$ cat src/rtl/router_fifo_param_if.sv
// Router output-channel FIFO bus.
// master : router side, drives write/read requests, the header-load strobe
//          and write data.
// slave  : FIFO side, returns read data and its qualifiers, the
//          full/empty/almost flags, the occupancy count and the sticky
//          error flags.
interface router_fifo_param_if #(
    parameter int DATA_WIDTH = 8,
    parameter int AW         = 4
);
    logic                  write_enb;
    logic                  read_enb;
    logic                  lfd_state;
    logic [DATA_WIDTH-1:0] data_in;
    logic [DATA_WIDTH-1:0] data_out;
    logic                  data_valid;
    logic                  pkt_end;
    logic                  full;
    logic                  empty;
    logic                  almost_full;
    logic                  almost_empty;
    logic [AW:0]           occupancy;
    logic                  overflow_err;
    logic                  underflow_err;

    modport master (
        output write_enb, read_enb, lfd_state, data_in,
        input  data_out, data_valid, pkt_end, full, empty,
               almost_full, almost_empty, occupancy,
               overflow_err, underflow_err
    );

    modport slave (
        input  write_enb, read_enb, lfd_state, data_in,
        output data_out, data_valid, pkt_end, full, empty,
               almost_full, almost_empty, occupancy,
               overflow_err, underflow_err
    );
endinterface

$ cat src/rtl/router_fifo_param.sv
// Parametrised packet FIFO for one router output channel.
// Every stored byte carries a start-of-packet tag. The tag is taken from
// lfd_state delayed by one clock, so it lines up with the header write.
// On the read side a packet counter follows the header length field and
// pulses pkt_end together with the parity byte.
// Ports:
//   clk        : rising-edge clock
//   reset      : synchronous active-high reset
//   soft_reset : synchronous channel flush, lower priority than reset
//   bus        : router_fifo_param_if.slave, carrying the write/read
//                requests and data, the flags, the occupancy count and
//                the sticky error flags
module router_fifo_param #(
    parameter int DATA_WIDTH = 8,
    parameter int DEPTH      = 16,
    parameter int AW         = $clog2(DEPTH),
    parameter int AF_LEVEL   = DEPTH - 2,
    parameter int AE_LEVEL   = 2
) (
    input  logic                clk,
    input  logic                reset,
    input  logic                soft_reset,
    router_fifo_param_if.slave  bus
);
    localparam int          CW      = DATA_WIDTH - 1;
    localparam logic [AW:0] AF_L    = AF_LEVEL[AW:0];
    localparam logic [AW:0] AE_L    = AE_LEVEL[AW:0];
    localparam logic [AW:0] PT_ONE  = {{AW{1'b0}}, 1'b1};
    localparam logic [CW-1:0] CNT_ONE = {{(CW-1){1'b0}}, 1'b1};

    logic [DATA_WIDTH:0] mem [DEPTH];
    logic [AW:0]         wr_pt, rd_pt;
    logic                lfd_d;
    logic [CW-1:0]       pkt_cnt;
    logic                flush, wr_en, rd_en;
    logic [DATA_WIDTH:0] rd_entry;

    // full/empty use the pre-edge pointers. On a simultaneous request a full
    // FIFO therefore drops the write, and an empty FIFO ignores the read.
    assign bus.empty        = (wr_pt == rd_pt);
    assign bus.full         = (wr_pt == {~rd_pt[AW], rd_pt[AW-1:0]});
    assign bus.occupancy    = wr_pt - rd_pt;
    assign bus.almost_full  = (bus.occupancy >= AF_L);
    assign bus.almost_empty = (bus.occupancy <= AE_L);

    assign flush    = reset | soft_reset;
    assign wr_en    = bus.write_enb & ~bus.full & ~flush;
    assign rd_en    = bus.read_enb & ~bus.empty;
    assign rd_entry = mem[rd_pt[AW-1:0]];

    // Storage is never cleared. After a flush the pointers make old
    // entries unreachable.
    always_ff @(posedge clk) begin
        if (wr_en)
            mem[wr_pt[AW-1:0]] <= {lfd_d, bus.data_in};
    end

    always_ff @(posedge clk) begin
        if (flush) begin
            wr_pt             <= '0;
            rd_pt             <= '0;
            lfd_d             <= 1'b0;
            pkt_cnt           <= '0;
            bus.data_out      <= '0;
            bus.data_valid    <= 1'b0;
            bus.pkt_end       <= 1'b0;
            bus.overflow_err  <= 1'b0;
            bus.underflow_err <= 1'b0;
        end else begin
            lfd_d <= bus.lfd_state;

            if (wr_en)
                wr_pt <= wr_pt + PT_ONE;
            if (bus.write_enb && bus.full)
                bus.overflow_err <= 1'b1;
            if (bus.read_enb && bus.empty)
                bus.underflow_err <= 1'b1;

            bus.data_valid <= rd_en;
            bus.pkt_end    <= 1'b0;
            if (rd_en) begin
                rd_pt        <= rd_pt + PT_ONE;
                bus.data_out <= rd_entry[DATA_WIDTH-1:0];
                if (rd_entry[DATA_WIDTH]) begin
                    // Header: the length field plus one, so the parity byte
                    // is counted. A zero-length packet ends on its next read.
                    pkt_cnt <= {1'b0, rd_entry[DATA_WIDTH-1:2]} + CNT_ONE;
                end else if (pkt_cnt != '0) begin
                    pkt_cnt     <= pkt_cnt - CNT_ONE;
                    bus.pkt_end <= (pkt_cnt == CNT_ONE);
                end
            end
        end
    end
endmodule

$ cat src/flat_wrapper.sv
// flat-port wrapper written by rule: the top's interface ports become plain ports
module router_fifo_param_flat 
#(
    parameter int DATA_WIDTH = 8,
    parameter int DEPTH      = 16,
    parameter int AW         = $clog2(DEPTH),
    parameter int AF_LEVEL   = DEPTH - 2,
    parameter int AE_LEVEL   = 2
)
  (clk, reset, soft_reset, bus_write_enb, bus_read_enb, bus_lfd_state, bus_data_in, bus_data_out, bus_data_valid, bus_pkt_end, bus_full, bus_empty, bus_almost_full, bus_almost_empty, bus_occupancy, bus_overflow_err, bus_underflow_err);
  router_fifo_param_if #(.DATA_WIDTH(DATA_WIDTH), .AW(AW)) bus_i ();
  input  logic clk;
  input  logic reset;
  input  logic soft_reset;
  input wire logic [$bits(bus_i.write_enb)-1:0] bus_write_enb;
  input wire logic [$bits(bus_i.read_enb)-1:0] bus_read_enb;
  input wire logic [$bits(bus_i.lfd_state)-1:0] bus_lfd_state;
  input wire logic [$bits(bus_i.data_in)-1:0] bus_data_in;
  output wire logic [$bits(bus_i.data_out)-1:0] bus_data_out;
  output wire logic [$bits(bus_i.data_valid)-1:0] bus_data_valid;
  output wire logic [$bits(bus_i.pkt_end)-1:0] bus_pkt_end;
  output wire logic [$bits(bus_i.full)-1:0] bus_full;
  output wire logic [$bits(bus_i.empty)-1:0] bus_empty;
  output wire logic [$bits(bus_i.almost_full)-1:0] bus_almost_full;
  output wire logic [$bits(bus_i.almost_empty)-1:0] bus_almost_empty;
  output wire logic [$bits(bus_i.occupancy)-1:0] bus_occupancy;
  output wire logic [$bits(bus_i.overflow_err)-1:0] bus_overflow_err;
  output wire logic [$bits(bus_i.underflow_err)-1:0] bus_underflow_err;
  assign bus_i.write_enb = bus_write_enb;
  assign bus_i.read_enb = bus_read_enb;
  assign bus_i.lfd_state = bus_lfd_state;
  assign bus_i.data_in = bus_data_in;
  assign bus_data_out = bus_i.data_out;
  assign bus_data_valid = bus_i.data_valid;
  assign bus_pkt_end = bus_i.pkt_end;
  assign bus_full = bus_i.full;
  assign bus_empty = bus_i.empty;
  assign bus_almost_full = bus_i.almost_full;
  assign bus_almost_empty = bus_i.almost_empty;
  assign bus_occupancy = bus_i.occupancy;
  assign bus_overflow_err = bus_i.overflow_err;
  assign bus_underflow_err = bus_i.underflow_err;
  router_fifo_param #(.DATA_WIDTH(DATA_WIDTH), .DEPTH(DEPTH), .AW(AW), .AF_LEVEL(AF_LEVEL), .AE_LEVEL(AE_LEVEL)) u_core (.clk(clk), .reset(reset), .soft_reset(soft_reset), .bus(bus_i));
endmodule
$ cat config.mk
export PLATFORM = sky130hd
export DESIGN_NAME = router_fifo_param_flat
export DESIGN_NICKNAME = d
export VERILOG_FILES = /design/src/rtl/router_fifo_param_if.sv /design/src/rtl/router_fifo_param.sv /design/src/flat_wrapper.sv
export SDC_FILE = /design/constraint.sdc
export NUM_CORES = 1
export LEC_CHECK = 0
export BUFFER_PORTS_ARGS = -buffer_cell sky130_fd_sc_hd__buf_2
export CAP_MARGIN = 20
export CORE_MARGIN = 3
export CORE_UTILIZATION = 50
export CTS_CLUSTER_SIZE = 30
export DETAILED_ROUTE_END_ITERATION = 10
export HOLD_SLACK_MARGIN = 0.05
export PLACE_DENSITY = 0.76
export SLEW_MARGIN = 20
export SYNTH_ARGS = -nofsm -noshare
export SYNTH_HDL_FRONTEND = slang
export SYNTH_SLANG_ARGS = --single-unit
$ cat constraint.sdc
create_clock -name clk -period 7.3 [get_ports clk]
set_clock_uncertainty 0.2 [all_clocks]
set_input_delay 1.46 -clock clk [delete_from_list [all_inputs] [get_ports clk]]
set_output_delay 1.46 -clock clk [all_outputs]
set_load 0.005 [all_outputs]
### Word-level counts from Yosys, hierarchy flattened

Memory sizes are Yosys's and may differ from the RTL's. A register that Yosys moved wholly into a read port is not among the register bits.
Cells that the tools add are included.

| storage, ports and cells | value |
|---|---|
| RAM bits | 144 |
| flip-flop bits (word level) | 30 |
| memories | 1 |
| output and inout port bits | 21 |

Memories:

| memory | words | bits a word | read ports | clocked after memory_dff | wr ports | RTL line | text |
|---|---|---|---|---|---|---|---|
| u_core.mem | 16 | 9 | 1 | 1 | 1 | router_fifo_param.sv:31 | `logic [DATA_WIDTH:0] mem [DEPTH];` |

| cells by class | value |
|---|---|
| magnitude comparators | 2 |
| reduce and logical (&&, ||, !) cells | 6 |
| bitwise operators | 10 |
| add/subtract/negate cells | 5 |
| equal/unequal tests | 3 |
| muxes and demuxes | 6 |

Operators by type and width:

| kind | count |
|---|---|
| 7-bit 2-to-1 mux | 2 |
| 5-bit by 1-bit adder with 5-bit output (second input constant) | 2 |
| 5-bit equality test | 2 |
| 4-bit 2-to-1 mux | 2 |
| 6-bit by 1-bit adder with 7-bit output (second input constant) | 1 |
| 7-bit by 1-bit equality test with 1-bit output (second input constant) | 1 |
| 7-bit nonzero test | 1 |
| 7-bit by 1-bit subtractor with 7-bit output (second input constant) | 1 |
| 1-bit inverter | 6 |
| 5-bit by 4-bit >= comparator with 1-bit output (second input constant) | 1 |
| 5-bit by 2-bit less-or-equal comparator with 1-bit output (second input constant) | 1 |
| 5-bit subtractor | 1 |
| 4-bit OR reduction | 1 |
| 1-bit AND | 3 |
| 1-bit logical AND | 2 |
| 1-bit 2-to-1 mux | 2 |
| 2-bit AND reduction | 1 |
| 2-bit nonzero test | 1 |
| 1-bit bitwise OR | 1 |

### Logic depth before layout (Yosys ltp)

| depth | value |
|---|---|
| depth after elaboration | 7 |
| gate-level depth with buffers | 9 |
| mapped depth without buffers | 8 |

### Least setup slack after synthesis

Ideal clock, no wire load.

| timing | value |
|---|---|
| path type | register to output |
| from | register u_core.wr_pt[0] |
| to | output port bus_almost_empty |
| cell stages (with the launch flop) | 9 |
| data required time | 5.640 ns |
| data arrival time | 1.836 ns |
| buffers on the path | 0 |
| setup slack | 3.804 ns |
| cell sequence | dfxtp_1 inv_1 ha_1 inv_1 fa_1 a21o_1 a21oi_1 xnor2_1 a2111oi_0 |

| between the ends | value |
|---|---|
| longest elaborated chain between the ends | 2 |

RTL lines:

| what | RTL line | text |
|---|---|---|
| start, declared | router_fifo_param.sv:32 | `logic [AW:0] wr_pt, rd_pt;` |
| start signal, assigned | router_fifo_param.sv:73 | `wr_pt <= wr_pt + PT_ONE;` |
| 5-bit subtractor | router_fifo_param.sv:42 | `assign bus.occupancy = wr_pt - rd_pt;` |
| net bus_occupancy[4] | flat_wrapper.sv:26 | `output wire logic [$bits(bus_i.occupancy)-1:0] bus_occupancy;` |
| 5-bit by 2-bit less-or-equal comparator with 1-bit output | router_fifo_param.sv:44 | `assign bus.almost_empty = (bus.occupancy <= AE_L);` |
| end, declared | flat_wrapper.sv:25 | `output wire logic [$bits(bus_i.almost_empty)-1:0] bus_almost_empty;` |

The timed path passes the listed nets, and every way through them passes these cells.

### Final worst setup path

| timing | value |
|---|---|
| from | register u_core.wr_pt[0] |
| to | output port bus_almost_empty |

| between the ends | value |
|---|---|
| longest elaborated chain between the ends | 2 |

RTL lines:

| what | RTL line |
|---|---|
| 5-bit subtractor | router_fifo_param.sv:42 |
| 5-bit by 2-bit less-or-equal comparator with 1-bit output | router_fifo_param.sv:44 |

No other way between the ends.

==> flow_summary_export.csv <==
group,metric,value,unit
sta,max_slew_margin,27.33,%
yosys,syn_area,7212,um2
grt,antenna_found_initial,0,
cells_and_area,layout_common_cells,"144 x edfxtp_1, 39 x mux4_2, 36 x nand2_1, 34 x buf_2",
setup_path,crit_type,"reg -> out",
floorplanning,start_util,51.56,%
route,wl_per_cell,21.43,um
worst_hold_path,hp-class,"reg -> reg",
yosys,synth-seq-cells,178,
sta,min_period_over_period,56.80,%
cells_and_area,n_fill_cell,1027,
cts,cts-htree-levels,4,
floorplanning,rows,43,
grt,grt_start_max_net_pins,34,
cells_and_area,final_nets,505,
cts,post-cts-setup-buffers,0,
grt,grt_pass1_vias,3970,
yosys,synthCells,435,
place,placed_cell_area,7575,um2
floorplanning,ioPinCount,35,
yosys,avgSynthCellArea,16.58,um2
job,cap_viol_max_count,0,
power,peakVddDrop,0.1989,mV
power,p_int,1.637,mW
sta,clock.fmax,0.2412,GHz
setup_path,crit_arrival,2490,ps
setup_path,required,5640,ps
sta,setup_viol,0,
cts,postCtsHoldBufs,0,
route,vias,4049,
route,drt_wl_total,14360,um
cts,clk_pin_slew,70,ps
yosys,yosysWarnings,0,
yosys,syn-num-nets,463,
yosys,ys_seq_area_share,69.40,%
cts,cts_root_buf,"clkbuf_16",
route,drt_iter0_markers,318,
sta,rsz0062_at_grt,"false",
power,powerDensity,253.3,nW/um2
cts,cts_inserted_buffers,17,
cts,cts_tree,"built",
floorplanning,chipWidth,126.1,um
cells_and_area,drive_above_1_share,24.29,%
sta,fin_crit,4146,ps
power,combPwrFrac,3.0,%
cts,clk_latency,430,ps
power,leakagePower,2.673,nW
power,swShare,20.95,%
floorplanning,fp.dieArea,15900,um2
sta,final.setup.tns,0,ps
yosys,yosysUniqueCellTypes,45,
grt,grt_first_pass_wirelength,22580,um
setup_path,cp_max_fo,4,
cells_and_area,final_common_cell,"edfxtp_1",
setup_path,end_kind,"output port",
place,place.gp.congestion,0.7973,
place,portBuffers,34,
cts,clock_path_buffers,2,
power,power_switching,433.8,uW
cells_and_area,design_area,8177,um2
sta,tightest_slew,1086,ps
sta,hold_viol,0,
place,dp_slack,3624,ps
cts,cts_sinks,178,
power,clkPwrFrac,43.8,%
sta,setup_slack,3154,ps
route,drt-pass1-iter-count,5,
setup_path,cp_slowest_cell,"fa_1",
setup_path,crit_top_cell,"inv_1",
setup_path,cp-start-kind,"flop",
route,final_antenna_net_count,0,
route,via_per_inst,6.043,
power,seqPwrFrac,53.2,%
grt,overflow,0,
setup_path,crit_path_cell_trace,"inv_1 -> ha_1 -> inv_1 -> fa_1 -> a21o_1 -> a21oi_1 -> xnor2_1 -> a2111oi_0 -> buf_2",
cells_and_area,syn_to_final_growth,13.38,%
place,place_hpwl,9262,um
setup_path,slowest_delay,400,ps
floorplanning,fp.dieH,126.1,um
floorplanning,core_area,13990,um2
route,drc,0,
run_status,outcome,"completed",
sta,slew_violations,0,
grt,grtUsageTotal,19.08,%
cts,post_cts_resized,0,
cells_and_area,insertedDiodeCount,0,
==> per-stage QoR <==
stage	cells	util [%]	hold WS (ps)	power, mW
after CTS	670	58.45	252.8	2.089
after floorplan	435	-	252.7	1.159
after detailed placement	638	54.15	243.3	1.186
final	670	58.45	253.0	2.071
after global routing	670	58.45	271.7	2.144
after global placement	638	54.15	241.4	1.183
==> power groups by stage <==
| stage | Sequential [mW] | Clock [mW] | Combinational (mW) |
|---|---|---|---|
| after floorplan | 1.12 | 0 | 0.0356 |
| after global placement | 1.12 | 0 | 0.0599 |
| after detailed placement | 1.12 | 0 | 0.0617 |
| after CTS | 1.10 | 0.926 | 0.0620 |
| after global routing | 1.10 | 0.974 | 0.0690 |
| final | 1.10 | 0.908 | 0.0618 |
==> final timing paths <==
path                                from                     end  slack (ps)  cells after the start
setup / recovery         u_core.wr_pt[0]        bus_almost_empty        3150                      9
hold / removal    u_core.bus.data_out[7]  u_core.bus.data_out[7]         250                      2
setup reg to reg                    flop       u_core.pkt_cnt[4]        4090                      5
hold reg to reg   u_core.bus.data_out[7]  u_core.bus.data_out[7]         250                      2
==> kinds of logic after synthesis <==
| family | synth area share [%] |
|---|---|
| mux | 12.96 |
| flops | 69.40 |
| compound gates | 4.823 |
| xor+xnor | 1.822 |
| simple gates | 6.697 |
| buf+inv | 1.770 |
| fa+ha+maj | 2.533 |
==> state kept, by name, indices dropped and copies added (netlist names), named ones only <==
| signal | count |
|---|---|
| u_core.bus.overflow_err | 1 |
| u_core.mem | 144 |
| u_core.bus.pkt_end | 1 |
| u_core.bus.data_out | 8 |
| u_core.wr_pt | 5 |
| u_core.lfd_d | 1 |
| u_core.bus.data_valid | 1 |
| u_core.rd_pt | 5 |
| u_core.bus.underflow_err | 1 |
| u_core.pkt_cnt | 7 |
==> worst max-delay path, delay by kind of cell (launching register included) <==
kind            cells  cell delay (ps)
fa+ha+maj           2              560
flops               1              350
compound gates      3              630
buf+inv             3              390
xor+xnor            1              130
==> Yosys cell counts <==
cell	count	area [um2]
a2111oi_0	1	8.760
a21o_1	2	15.01
a21oi_1	17	85.08
a221oi_1	1	8.760
a22o_1	1	8.760
a22oi_1	11	82.58
a31o_2	1	8.760
a31oi_1	3	18.77
and2_1	3	18.77
buf_1	2	7.510
buf_2	3	15.01
buf_4	1	7.510
buf_6	2	22.52
clkbuf_1	11	41.29
dfxtp_1	34	680.7
edfxtp_1	144	4324
fa_1	1	20.02
ha_1	13	162.7
inv_1	9	33.78
mux2i_1	3	30.03
mux4_1	1	26.28
mux4_2	39	878.3
nand2_1	36	135.1
nand2b_1	2	12.51
nand3_1	7	35.03
nand3b_1	1	7.510
nand4_1	3	18.77
nor2_1	33	123.9
nor2b_1	3	18.77
nor3_1	7	35.03
nor4_1	2	12.51
nor4b_2	1	15.01
o211a_1	1	10.01
o21a_1	2	15.01
o21ai_0	8	40.04
o21ai_1	1	5.000
o221a_2	2	22.52
o22ai_1	1	6.260
o22ai_2	1	12.51
or2_2	1	6.260
or3_1	2	12.51
or4b_1	2	20.02
or4bb_1	1	11.26
xnor2_1	9	78.83
xor2_1	6	52.55
==> layer usage <==
metal / vias to the layer above / track usage [%] / share of wire (%) / routed length [um]
met5: - / 0 / 0 / 0
met4: 0 / 7.129 / 2.0 / 280
met3: 23 / 5.810 / 7.6 / 1089
met2: 159 / 28.73 / 48 / 6860
met1: 2076 / 26.55 / 43 / 6126
li1: 1791 / - / - / -
==> cell type report <==
class                      instances  area (um2)  share of cell area (%)
sequential                       178        5006                   61.22
multi-input combinational        229        2079                   25.43
clock buffer                      18       429.2                   5.249
timing repair buffer              42       230.2                   2.816
tap                              180       225.2                   2.754
clock inverter                    14       172.7                   2.112
inverter                           9       33.78                  0.4132
Note: power is estimated with default switching activity, not from simulation.
